File: src/rtl/viterbi_pkg.sv
// Shared constants and types for the K=3 convolutional encoder and the 4-state Viterbi decoder.
package viterbi_pkg;

    localparam int unsigned K          = 3;
    localparam int unsigned NUM_STATES = 4;
    localparam logic [2:0]  G0_DEF     = 3'b111;
    localparam logic [2:0]  G1_DEF     = 3'b101;

    typedef logic [1:0] state_t;
    typedef logic [1:0] sym_t;

    typedef enum logic [1:0] {
        StIdle,
        StData,
        StTail0,
        StTail1
    } enc_state_e;

endpackage

File: src/rtl/conv_enc_core.sv
// Combinational K=3 encoder step: (u, st) -> (code symbol, next shift state).
module conv_enc_core
    import viterbi_pkg::*;
#(
    parameter logic [2:0] G0 = G0_DEF,
    parameter logic [2:0] G1 = G1_DEF
) (
    input  logic   u_i,
    input  state_t st_i,
    output sym_t   sym_o,
    output state_t st_next_o
);

    logic [2:0] taps;

    // taps = {u(t), u(t-1), u(t-2)}
    assign taps      = {u_i, st_i};
    assign sym_o     = {^(G0 & taps), ^(G1 & taps)};
    assign st_next_o = {u_i, st_i[1]};

endmodule

File: src/rtl/conv_enc_k3.sv
// Rate-1/2 K=3 framed convolutional encoder with two zero tail symbols per frame.
// Optional symbol error injection is enabled by defining CONV_ENC_ERR_INJ_EN.
module conv_enc_k3
    import viterbi_pkg::*;
#(
    parameter logic [2:0]  G0    = G0_DEF,
    parameter logic [2:0]  G1    = G1_DEF,
    parameter int unsigned CNT_W = 16
) (
    input  logic             clk_i,
    input  logic             rst_ni,
    input  logic             data_i,
    input  logic             data_valid_i,
    input  logic             data_last_i,
    output logic             data_ready_o,
    output logic [1:0]       sym_o,
    output logic             sym_valid_o,
    output logic             sym_last_o,
    input  logic             sym_ready_i,
    output logic [CNT_W-1:0] sym_idx_o,
    input  logic             err_en_i,
    input  logic [CNT_W-1:0] err_idx_i,
    input  logic [1:0]       err_mask_i
);

    enc_state_e       state_q;
    state_t           st_q;
    sym_t             sym_q;
    logic             sym_valid_q;
    logic             sym_last_q;
    logic [CNT_W-1:0] sym_idx_q;
    logic [CNT_W-1:0] cnt_q;

    logic   adv;
    logic   in_tail;
    logic   accept;
    logic   load;
    logic   u;
    sym_t   code;
    state_t st_next;
    sym_t   inj_mask;

    assign adv          = !sym_valid_q || sym_ready_i;
    assign in_tail      = (state_q == StTail0) || (state_q == StTail1);
    assign data_ready_o = adv && !in_tail;
    assign accept       = data_valid_i && data_ready_o;
    assign load         = accept || (adv && in_tail);
    assign u            = in_tail ? 1'b0 : data_i;

    conv_enc_core #(
        .G0 (G0),
        .G1 (G1)
    ) u_core (
        .u_i       (u),
        .st_i      (st_q),
        .sym_o     (code),
        .st_next_o (st_next)
    );

`ifdef CONV_ENC_ERR_INJ_EN
    assign inj_mask = (err_en_i && (cnt_q == err_idx_i)) ? err_mask_i : 2'b00;
`else
    logic unused_err;
    assign unused_err = ^{err_en_i, err_idx_i, err_mask_i};
    assign inj_mask   = 2'b00;
`endif

    always_ff @(posedge clk_i or negedge rst_ni) begin
        if (!rst_ni) begin
            state_q     <= StIdle;
            st_q        <= '0;
            sym_q       <= '0;
            sym_valid_q <= 1'b0;
            sym_last_q  <= 1'b0;
            sym_idx_q   <= '0;
            cnt_q       <= '0;
        end else begin
            if (load) begin
                sym_q       <= code ^ inj_mask;
                sym_valid_q <= 1'b1;
                sym_last_q  <= (state_q == StTail1);
                sym_idx_q   <= cnt_q;
                st_q        <= st_next;
                // Counter saturates rather than wrapping on very long frames
                if (state_q == StTail1) begin
                    cnt_q <= '0;
                end else if (cnt_q != '1) begin
                    cnt_q <= cnt_q + 1'b1;
                end
            end else if (adv) begin
                sym_valid_q <= 1'b0;
                sym_last_q  <= 1'b0;
            end

            case (state_q)
                StIdle:  if (accept) state_q <= data_last_i ? StTail0 : StData;
                StData:  if (accept && data_last_i) state_q <= StTail0;
                StTail0: if (load) state_q <= StTail1;
                StTail1: if (load) state_q <= StIdle;
                default: state_q <= StIdle;
            endcase
        end
    end

    assign sym_o       = sym_q;
    assign sym_valid_o = sym_valid_q;
    assign sym_last_o  = sym_last_q;
    assign sym_idx_o   = sym_idx_q;

endmodule

File: config.mk
export PLATFORM = sky130hd
export DESIGN_NAME = conv_enc_k3
export DESIGN_NICKNAME = d
export VERILOG_FILES = /design/src/rtl/viterbi_pkg.sv /design/src/rtl/conv_enc_core.sv /design/src/rtl/conv_enc_k3.sv
export SDC_FILE = /design/constraint.sdc
export NUM_CORES = 1
export LEC_CHECK = 0
export CORE_ASPECT_RATIO = 1.1
export CORE_UTILIZATION = 38
export CTS_BUF_LIST = sky130_fd_sc_hd__clkbuf_4 sky130_fd_sc_hd__clkbuf_8
export DETAILED_ROUTE_END_ITERATION = 10
export MAX_ROUTING_LAYER = met4
export PLACE_DENSITY_LB_ADDON = 0.15
export SETUP_SLACK_MARGIN = 0.1
export SLEW_MARGIN = 30
export SYNTH_ARGS = -nofsm -noshare
export SYNTH_HDL_FRONTEND = slang
export SYNTH_SLANG_ARGS = --single-unit
File: constraint.sdc
create_clock -name clk_i -period 4 [get_ports clk_i]
set_input_delay 0.4 -clock clk_i [delete_from_list [all_inputs] [get_ports clk_i]]
set_output_delay 0.4 -clock clk_i [all_outputs]
set_load 0.1 [all_outputs]
**Yosys cells after proc, flatten, opt, wreduce, memory -nomap -nowiden**

Cells that the tools add are included.

- Register bits: 40
- Input bits: 25
- Output and inout port bits: 21
- Logic and storage cells: 44

- $add $sub $neg: 1
- Eq/ne operators: 8
- Mux-type cells: 12
- Reductions and logical operators: 16

Operators by type and width:

| cell | number |
|---|---|
| $mux 16 | 2 |
| $add 16x1->16 const B | 1 |
| $ne 16x16->1 const B | 1 |
| $mux 2 | 5 |
| $ne 2x2->1 const B | 4 |
| $pmux 2 s4 | 1 |
| $reduce_xor 3->1 | 2 |
| $eq 2x2->1 const B | 2 |
| $logic_and 1x1->1 | 4 |
| $mux 1 | 4 |
| $reduce_and 4->1 | 1 |
| $reduce_bool 2->1 | 2 |
| $logic_or 1x1->1 | 3 |
| $eq 2x1->1 const B | 1 |
| $logic_not 1->1 | 2 |
| $logic_not 2->1 | 1 |
| $reduce_and 2->1 | 1 |

**Longest topological paths before layout**

- Depth in word-level cells: 8
- Depth in mapped cells: 8
- Gate-level depth less buffers: 6

**By module**

Synthesis repeated with hierarchy kept, for this count alone.

- Cells, all modules: 230
- Area total of the unflattened synthesis: 2077.0 µm²

By module, submodules not included:

| module | times used | cells each | area an instance (µm²) | sequential area each (µm²) |
|---|---|---|---|---|
| conv_enc_k3 | 1 | 226 | 2029.4 | 1001.0 |
| conv_enc_core | 1 | 4 | 47.5 | 0.0 |

**Worst setup path after synthesis**

Ideal clock, no wire load.

- Kind: register to register
- Start: register sym_valid_q (netlist: sym_valid_o)
- End: register st_q[1]
- Setup time: 0.076 ns
- Arrival: 3.558 ns
- Data required time: 3.924 ns
- Setup slack: 0.365 ns
- Stages on the path, launching flop included: 4
- Buffers on the path: 0
- Clock period less this slack: 3.635 ns
- Cell sequence: dfrtp_1 -> nor2b_1 -> nor3_1 -> a32o_1

- Cells in the longest elaborated chain, start to end: 5
- Elaborated cells on any way between the ends: 6
- Those cells by class: reduce/logical (6)

RTL lines:

| what | RTL line | source |
|---|---|---|
| from (decl) | conv_enc_k3.sv:29 | `logic sym_valid_q;` |
| from (signal assigned) | conv_enc_k3.sv:73 | `sym_valid_q <= 1'b0;` |
| from (signal assigned) | conv_enc_k3.sv:80 | `sym_valid_q <= 1'b1;` |
| from (signal assigned) | conv_enc_k3.sv:91 | `sym_valid_q <= 1'b0;` |
| $logic_not 1->1 | conv_enc_k3.sv:43 | `assign adv = !sym_valid_q \|\| sym_ready_i;` |
| $logic_or 1x1->1 | conv_enc_k3.sv:43 |  |
| $logic_and 1x1->1 | conv_enc_k3.sv:45 | `assign data_ready_o = adv && !in_tail;` |
| net data_ready_o | conv_enc_k3.sv:15 | `output logic data_ready_o,` |
| $logic_and 1x1->1 | conv_enc_k3.sv:46 | `assign accept = data_valid_i && data_ready_o;` |
| $logic_or 1x1->1 | conv_enc_k3.sv:47 | `assign load = accept \|\| (adv && in_tail);` |
| to (signal assigned) | conv_enc_k3.sv:83 | `st_q <= st_next;` |
| to (decl) | conv_enc_k3.sv:27 | `state_t st_q;` |

The timed path passes the listed nets, and every way through them passes these cells.
A chain may end at the register's enable or synchronous reset.

**Final worst setup path**

- Start: register state_q[0]
- End: register cnt_q[12]

- Cells in the longest elaborated chain, start to end: 7
- Elaborated cells on any way between the ends: 11
- Those cells by class: eq/ne (2); mux (1); reduce/logical (8)

RTL lines:

| what | RTL line | source |
|---|---|---|
| from (decl) | conv_enc_k3.sv:26 | `enc_state_e state_q;` |
| from (signal assigned) | conv_enc_k3.sv:70 | `state_q <= StIdle;` |
| from (signal assigned) | conv_enc_k3.sv:96 | `StIdle: if (accept) state_q <= data_last_i ? StTail0 : StData;` |
| from (signal assigned) | conv_enc_k3.sv:97 | `StData: if (accept && data_last_i) state_q <= StTail0;` |
| $eq 2x2->1 (on tied branches) | conv_enc_k3.sv:44, conv_enc_k3.sv:85 |  |
| $logic_or 1x1->1 | conv_enc_k3.sv:44 | `assign in_tail = (state_q == StTail0) \|\| (state_q == StTail1);` |
| $logic_not 1->1 | conv_enc_k3.sv:45 |  |
| $logic_and 1x1->1 | conv_enc_k3.sv:45 |  |
| $logic_and 1x1->1 | conv_enc_k3.sv:46 |  |
| $logic_or 1x1->1 | conv_enc_k3.sv:47 |  |
| $reduce_and 2->1 (no source line) | - |  |
| to (signal assigned) | conv_enc_k3.sv:88 | `cnt_q <= cnt_q + 1'b1;` |
| to (decl) | conv_enc_k3.sv:32 | `logic [CNT_W-1:0] cnt_q;` |

Several ways; a longest one is shown, not always the timed one.

==> impl_metrics.ini <==
[status]
outcome = finished, final reports clean

[final_layout]
drive_gt1_share_pct = 8.368
syn2layout_area_growth_pct = 18.98
antenna_cells = 0
multi_input_area_um2 = 983.4
final_common_cell = nand2_1
nets = 269
fillers = 515
seqCellArea_um2 = 1001
final_cell_mix = nand2_1 (45), dfrtp_1 (40), clkdlybuf4s50_1 (24), inv_1 (10), o21ai_0 (10)

[detailed_routing]
ant_nets = 0
routed_wl_um = 4457
drc = 0
drt_pre_antenna_iters = 4
dr_total_vias = 1627
wl_per_cell_um = 14.33
avgViaCountPerCell = 5.232
drt-initial-drc-count = 83

[clocking]
clock-sinks = 40
clockRootBuffer = clkbuf_8
htree_levels = 2
cts_buffers = 5
clock_path_buffers = 2
ctsResizeCount = 0
cts_tree = yes
post-cts-setup-buffers = 0
path_clk_slew_ps = 80
cts-hold-fix-buffers = 0
worst_skew_pair.late_latency_ps = 290

[sta]
setup_viol = 0
period_share_pct = 62.10
skew_ps = 6.716
final-max-slew-violation-count = 0
relSlewSlack_pct = 35.50
clock.fmax_ghz = 0.4026
hold_viol_final = 0
timing.setup.tns_ps = 0
min_period_ps = 2484
worstMarginPinSlew_ps = 964.4
rsz0062_at_grt = no

[place]
port_buffers = 26
dp_hpwl_um = 2978
place_congestion = 0.8009

[yosys]
synth_cells = 215
async_flop_share_pct = 100.0
syn-num-nets = 246
ys_ff_latch = 40
ys_seq_area_share_pct = 47.90
yosys_warnings = 0
synth_area_per_cell_um2 = 9.719
synth_cell_types = 49
ys.flop_type = dfrtp_1
synth_edf_count = 0
netlist_area_um2 = 2090

[floorplan]
initial_core_util_pct = 40.69
die_area_um2 = 5799
pin_count = 46
coreArea_um2 = 5135
die_w_um = 72.70
fp.dieH_um = 79.77
rows = 27

[critical_path]
cp_data_arrival_time_ps = 2660
r2r-start = state_q[0]
setup.worst_path.start_class = flop
critPathLaunch = state_q[0]
endpoint_kind = flop
worstSetupPathType = reg2reg
critPathRequiredTime_ps = 4170
worstPathMaxFanout = 26

[global_route]
gr-usage-all-layers_pct = 17.57
antenna_found_initial = 0
grt_pass1_wl_um = 7534
grt_overflow_total = 0
grt_pass1_vias = 1555
grt_max_degree = 41

[job]
cap_violations = 0

[hold_path]
hp-class = in2async
[cells by family after synthesis]
logic type / share of synthesized area (%)
and+or+nand+nor: 23.41
AOI/OAI and AO/OA: 15.81
DFF: 47.90
buffers and inverters: 5.030
muxes: 3.413
adders and majority gates: 3.593
xor gates and xnor gates: 0.8385
[cells in the mapped netlist (all sizes together), types with 6 or more instances]
cell / instances / share of area (%)
ha: 6 / 3.6
nand2: 45 / 8.1
nand3: 6 / 1.4
o21ai: 12 / 3.2
nor3: 6 / 1.7
buf: 8 / 2.7
mux2i: 6 / 2.9
dfrtp: 40 / 48
inv: 10 / 1.8
nor2: 6 / 1.1
nand4: 8 / 2.7
[state kept, by name, indices dropped and copies added, names as in the netlist]
signal and count:
sym_valid_o 1, sym_idx_o 16, st_q 2, sym_last_o 1, state_q 2, sym_o 2
cnt_q 16
[worst paths after layout]
| kind | cells past startpoint | slack, ps | endpoint |
|---|---|---|---|
| min in group clk_i | 2 | 480 | sym_idx_o[7] |
| max reg2reg | 5 | 1520 | cnt_q[12] |
| max | 5 | 1520 | cnt_q[12] |
| max in group asynchronous | 1 | 3580 | sym_idx_o[6] |
| min | 1 | 80 | sym_idx_o[4] |
| min reg2reg | 2 | 480 | sym_idx_o[7] |
[through the flow]
step / utilization (%) / hold WS, ps / area (um^2) / setup slack [ps] / cells
after floorplan: - / 104.4 / 2090 / 365.4 / 215
after global placement: 46.20 / 458.3 / 2372 / 1522 / 303
after detailed placement: 46.20 / 462.0 / 2372 / 1517 / 303
after CTS: 48.37 / 274.9 / 2484 / 1501 / 311
after global routing: 48.42 / 117.8 / 2486 / 1347 / 311
final: 48.42 / 81.20 / 2486 / 1516 / 311
[final cells by class]
type,instances,share of cell area [%]
flip-flops and latches,40,40.26
repair buffers,27,10.57
clock inverters,2,1.409
inverters,10,1.510
clock buffers,6,3.070
multi-input cells,154,39.56
well taps,72,3.624
[critical path: stages, from the launching register on]
cell and delay [ps]:
dfrtp_1 380, ha_1 800, nor3_2 140, nor2_1 470, o21ai_2 200, a221o_1 380
[per-layer routing]
| layer | up-vias | routed length (um) | global-route usage (%) | part of all wire [%] |
|---|---|---|---|---|
| li1 | 816 | - | - | - |
| met1 | 772 | 2185 | 23.11 | 49 |
| met2 | 33 | 2047 | 26.92 | 46 |
| met3 | 6 | 166 | 3.788 | 3.7 |
| met4 | 0 | 57 | 5.882 | 1.3 |
| met5 | - | 0 | - | 0 |
Power is not shown: default switching activity piles up to over one toggle a cycle in this logic, so the estimate is an artifact.
